<file path="src/rtl/lock_reset_gen.sv">
// Lock-qualified reset generator: synchronises and filters PLL LOCK, stretches reset once lock is
// stable, re-asserts it on lock loss or soft request, and keeps a saturating lock-loss counter.
module lock_reset_gen #(
    parameter int SYNC_STAGES = 2,
    parameter int LOCK_FILT   = 1024,
    parameter int RST_HOLD    = 16
) (
    input  logic       CLK,
    input  logic       RESET,
    input  logic       LOCK_IN,
    input  logic       SOFT_RST,
    input  logic       LOSS_CLR,
    output logic       PRESETN,
    output logic       RST_OUT,
    output logic       READY,
    output logic [7:0] LOSS_CNT
);
    localparam int CNT_MAX = (LOCK_FILT > RST_HOLD) ? LOCK_FILT : RST_HOLD;
    localparam int CNT_W   = (CNT_MAX > 1) ? $clog2(CNT_MAX) : 1;
    localparam logic [CNT_W-1:0] FILT_END = CNT_W'(LOCK_FILT - 1);
    localparam logic [CNT_W-1:0] HOLD_END = CNT_W'(RST_HOLD - 1);

    typedef enum logic [1:0] {
        WAIT_LOCK = 2'd0,
        FILTER    = 2'd1,
        STRETCH   = 2'd2,
        RUN       = 2'd3
    } state_t;

    state_t                 state_q, state_d;
    logic [SYNC_STAGES-1:0] sync_q;
    logic [CNT_W-1:0]       cnt_q, cnt_d;
    logic [7:0]             loss_q, loss_d;
    logic                   presetn_q, rst_out_q, ready_q;
    logic                   lock_s;

    assign lock_s = sync_q[SYNC_STAGES-1];

    always_comb begin
        state_d = state_q;
        cnt_d   = cnt_q;
        loss_d  = loss_q;
        case (state_q)
            WAIT_LOCK: begin
                cnt_d = '0;
                if (lock_s) state_d = FILTER;
            end
            FILTER: begin
                if (!lock_s) begin
                    state_d = WAIT_LOCK;
                    cnt_d   = '0;
                end else if (cnt_q == FILT_END) begin
                    state_d = STRETCH;
                    cnt_d   = '0;
                end else begin
                    cnt_d = cnt_q + CNT_W'(1);
                end
            end
            STRETCH: begin
                if (!lock_s) begin
                    state_d = WAIT_LOCK;
                    cnt_d   = '0;
                end else if (cnt_q == HOLD_END) begin
                    state_d = RUN;
                    cnt_d   = '0;
                end else begin
                    cnt_d = cnt_q + CNT_W'(1);
                end
            end
            RUN: begin
                cnt_d = '0;
                // Lock loss outranks a same-cycle soft request.
                if (!lock_s) begin
                    state_d = WAIT_LOCK;
                    if (loss_q != 8'hFF) loss_d = loss_q + 8'd1;
                end else if (SOFT_RST) begin
                    state_d = STRETCH;
                end
            end
            default: begin
                state_d = WAIT_LOCK;
                cnt_d   = '0;
            end
        endcase
        if (LOSS_CLR) loss_d = '0;
    end

    // Outputs decode the next state so they move on the same edge as the state.
    always_ff @(posedge CLK or posedge RESET) begin
        if (RESET) begin
            sync_q    <= '0;
            state_q   <= WAIT_LOCK;
            cnt_q     <= '0;
            loss_q    <= '0;
            presetn_q <= 1'b0;
            rst_out_q <= 1'b1;
            ready_q   <= 1'b0;
        end else begin
            sync_q    <= {sync_q[SYNC_STAGES-2:0], LOCK_IN};
            state_q   <= state_d;
            cnt_q     <= cnt_d;
            loss_q    <= loss_d;
            presetn_q <= (state_d == RUN);
            rst_out_q <= (state_d != RUN);
            ready_q   <= (state_d == RUN);
        end
    end

    assign PRESETN  = presetn_q;
    assign RST_OUT  = rst_out_q;
    assign READY    = ready_q;
    assign LOSS_CNT = loss_q;

endmodule

</file>
<file path="config.mk">
export PLATFORM = sky130hd
export DESIGN_NAME = lock_reset_gen
export DESIGN_NICKNAME = d
export VERILOG_FILES = /design/src/rtl/lock_reset_gen.sv
export SDC_FILE = /design/constraint.sdc
export NUM_CORES = 1
export LEC_CHECK = 0
export CORE_MARGIN = 5
export CORE_UTILIZATION = 50
export CTS_BUF_LIST = sky130_fd_sc_hd__clkbuf_4 sky130_fd_sc_hd__clkbuf_8 sky130_fd_sc_hd__clkbuf_16
export DETAILED_ROUTE_END_ITERATION = 8
export GPL_TIMING_DRIVEN = 1
export PLACE_DENSITY = 0.74
export RECOVER_POWER = 100
export SYNTH_ARGS = -nofsm -noshare
export SYNTH_HDL_FRONTEND = slang
export SYNTH_SLANG_ARGS = --single-unit
</file>
<file path="constraint.sdc">
create_clock -name CLK -period 3.79 [get_ports CLK]
set_input_delay 0.758 -clock CLK [delete_from_list [all_inputs] [get_ports CLK]]
set_output_delay 0.758 -clock CLK [all_outputs]
set_load 0.01 [all_outputs]
</file>
==> flow_metrics.env <==
export IMPL_status="complete, no violations"
export IMPL_finalMaxSlewViolations=0
export IMPL_fin_tns_setup_ps=0
export IMPL_nFillCells=187
export IMPL_hold_viol=0
export IMPL_rows=17
export IMPL_path_class="reg -> out"
export IMPL_vdd_drop_max_mv=0.190
export IMPL_antenna_found_initial=0
export IMPL_wl_mm=2.19
export IMPL_cts_buffers=3
export IMPL_rsz0062_at_grt="false"
export IMPL_routedWlPerCell_um=14.5
export IMPL_min_period_ps=2200
export IMPL_clock_sinks=24
export IMPL_yosys_top_cells_area="dfrtp_1 48%, nor2_1 5.7%, xnor2_1 5.1%"
export IMPL_startpoint_type="flip-flop"
export IMPL_cts_setup_buffers=0
export IMPL_yosysTopAreaCell="dfrtp_1"
export IMPL_fp_dieW_um=58.8
export IMPL_power_density_nw_per_um2=301
export IMPL_hp_class="reg -> reg"
export IMPL_htree_num_levels=1
export IMPL_initial_core_util_pct=53.3
export IMPL_ys_seq_elements=24
export IMPL_drtAntennaViolNets=0
export IMPL_clockBufferDepth=2
export IMPL_yosysTopAreaCellShare_pct=48.3
export IMPL_antenna_cells=0
export IMPL_ctsHoldBuffers=0
export IMPL_insertion_delay_ps=320
export IMPL_grt_overflow=0
export IMPL_drc=0
export IMPL_drive_gt1_share_pct=5.69
export IMPL_worstPathRequired_ps=3030
export IMPL_core_um2=2230
export IMPL_fmax_mhz=455
export IMPL_cp_top_family="buffers and inverters"
export IMPL_yosysWarnings=0
export IMPL_synth_ff_type="dfrtp_1"
export IMPL_crit_buf_inv=1
export IMPL_vias=833
export IMPL_grt_pass1_wl_mm=3.79
export IMPL_cts_clk_slew_worst_paths_ps=130
export IMPL_fin_nets=131
export IMPL_worst_setup_path_end_kind="output pin"
export IMPL_cts_resized=0
export IMPL_grt_pass1_vias=819
export IMPL_grt_max_degree=25
export IMPL_syn2layout_area_growth_pct=12.3
export IMPL_min_period_over_period_pct=58.0
export IMPL_io_pins=16
export IMPL_worstPathCellList="dlygate4sd3_1"
export IMPL_synthCells=109
export IMPL_slew_headroom_pct=39.5
export IMPL_yosysSeqAreaShare_pct=50.5
export IMPL_die_area_um2=3460
export IMPL_instances_no_fill=151
export IMPL_die_h_um=58.8
export IMPL_avgViaCountPerCell=5.52
export IMPL_synth_nets=116
export IMPL_critPathMaxStageDelay_ps=640
export IMPL_syn_area_um2=1190
export IMPL_yosysUniqueCellTypes=34
export IMPL_dp_final_hpwl_mm=1.52
export IMPL_maxCapViolations=0
export IMPL_synth_edf_count=0
export IMPL_grt_util_all_layers_pct=14.6
export IMPL_setup_viol=0
export IMPL_async_flop_share_pct=100
export IMPL_avgSynthCellArea_um2=10.9
export IMPL_tritoncts="built"
export IMPL_root_buffer="clkbuf_4"
export IMPL_first_iter_violations=13
export IMPL_leakage_nw=0.630
export IMPL_dr_pass1_iters=4
export IMPL_arrival_ps=1440
export IMPL_final_cell_mix="23 x dfrtp_1, 18 x nor2_1, 13 x dlygate4sd3_1"
export IMPL_cp_slowest_cell="dlygate4sd3_1"
export IMPL_gp_congestion=0.708
export IMPL_final_common_cell="dfrtp_1"
export IMPL_skew_ps=10.8
export IMPL_port_buffers=15
export IMPL_tightest_slew_ps=907
export IMPL_cp_max_fo=6
export IMPL_dp_cells=147
[kinds of logic (layout without fill, tap and decap cells)]
kind of cell / Yosys count / after routing / synth area share [%]
AND/OR/NAND/NOR: 47 / 47 / 21.6
flip-flops: 24 / 24 / 50.5
XOR/XNOR: 14 / 14 / 10.3
AO/OA/AOI/OAI: 12 / 12 / 9.77
buffers and inverters: 8 / 22 / 3.99
adder cells (fa/ha/maj): 2 / 2 / 2.10
multiplexers: 2 / 2 / 1.68
[area by class of cell]
type	instances	area (um^2)	share of cell area, %
Sequential cell	24	602	45.0
Timing Repair Buffer	15	150	11.2
Inverter	3	11.3	0.842
Multi-Input combinational cell	77	509	38.1
Clock buffer	4	30.0	2.25
Tap cell	28	35.0	2.62
[metrics by stage]
step           hold WS, ps  utilization, %  setup slack (ps)  power (W)  area (um^2)
2_1_floorplan          331               -              2280   0.000277         1190
3_3_place_gp           333            60.0              1940   0.000284         1340
3_5_place_dp           345            60.0              1890   0.000284         1340
4_1_cts                357            61.3              1640   0.000409         1370
5_1_grt                375            59.9              1530   0.000418         1340
6_report               358            59.9              1590   0.000403         1340
[path summary, 6_finish.rpt]
check                      slack [ps]          end  cells after the start   startpoint
hold reg to reg                   360    sync_q[1]                      0    sync_q[0]
setup / recovery                 1590  LOSS_CNT[4]                      1  LOSS_CNT[4]
min in group asynchronous        1050  LOSS_CNT[4]                      2        RESET
setup reg to reg                 1860     cnt_q[4]                      5     cnt_q[0]
hold / removal                    360    sync_q[1]                      0    sync_q[0]
max in group asynchronous        2180     cnt_q[6]                      2        RESET
[worst register-to-register path: cells and delay by family (launching register included)]
| family | cells | cell delay [ps] |
|---|---|---|
| AOI/OAI and AO/OA | 1 | 620 |
| and+or+nand+nor | 3 | 580 |
| DFF | 1 | 410 |
| adders and majority gates | 1 | 200 |
[sequential cells by signal (all words and copies together), names as in the netlist]
| name | flops |
|---|---|
| cnt_q | 10 |
| LOSS_CNT | 8 |
| state_q | 2 |
| sync_q | 2 |
| READY | 1 |
| RST_OUT | 1 |
[cells in the mapped netlist, types with 2 or more instances]
cell / number
dfrtp_1: 23
nor2_1: 18
xnor2_1: 7
xor2_1: 7
nand2_1: 6
nand3_1: 5
nand4_1: 4
a211oi_1: 3
and4_1: 3
inv_1: 3
and3_1: 2
buf_4: 2
ha_1: 2
mux2i_1: 2
nor2b_1: 2
nor3_1: 2
[routing by layer]
layer	part of all wire, %	GRT usage (%)	wire length [um]	vias to the layer above
li1	-	-	-	413
met1	46	18.8	998	404
met2	48	23.0	1050	12
met3	3.8	2.41	83	4
met4	2.6	8.74	56	0
met5	0	0	0	-
[power breakdown]
group | internal, W | total [W] | switching (W) | leakage [nW]
clock | 0.0000483 | 0.000125 | 0.0000764 | 0.0184
sequential | 0.000259 | 0.000262 | 0.00000335 | 0.324
combinational | 0.00000615 | 0.0000163 | 0.0000102 | 0.288
total | 0.000313 | 0.000403 | 0.0000899 | 0.630
(Power assumes the default switching activity.)
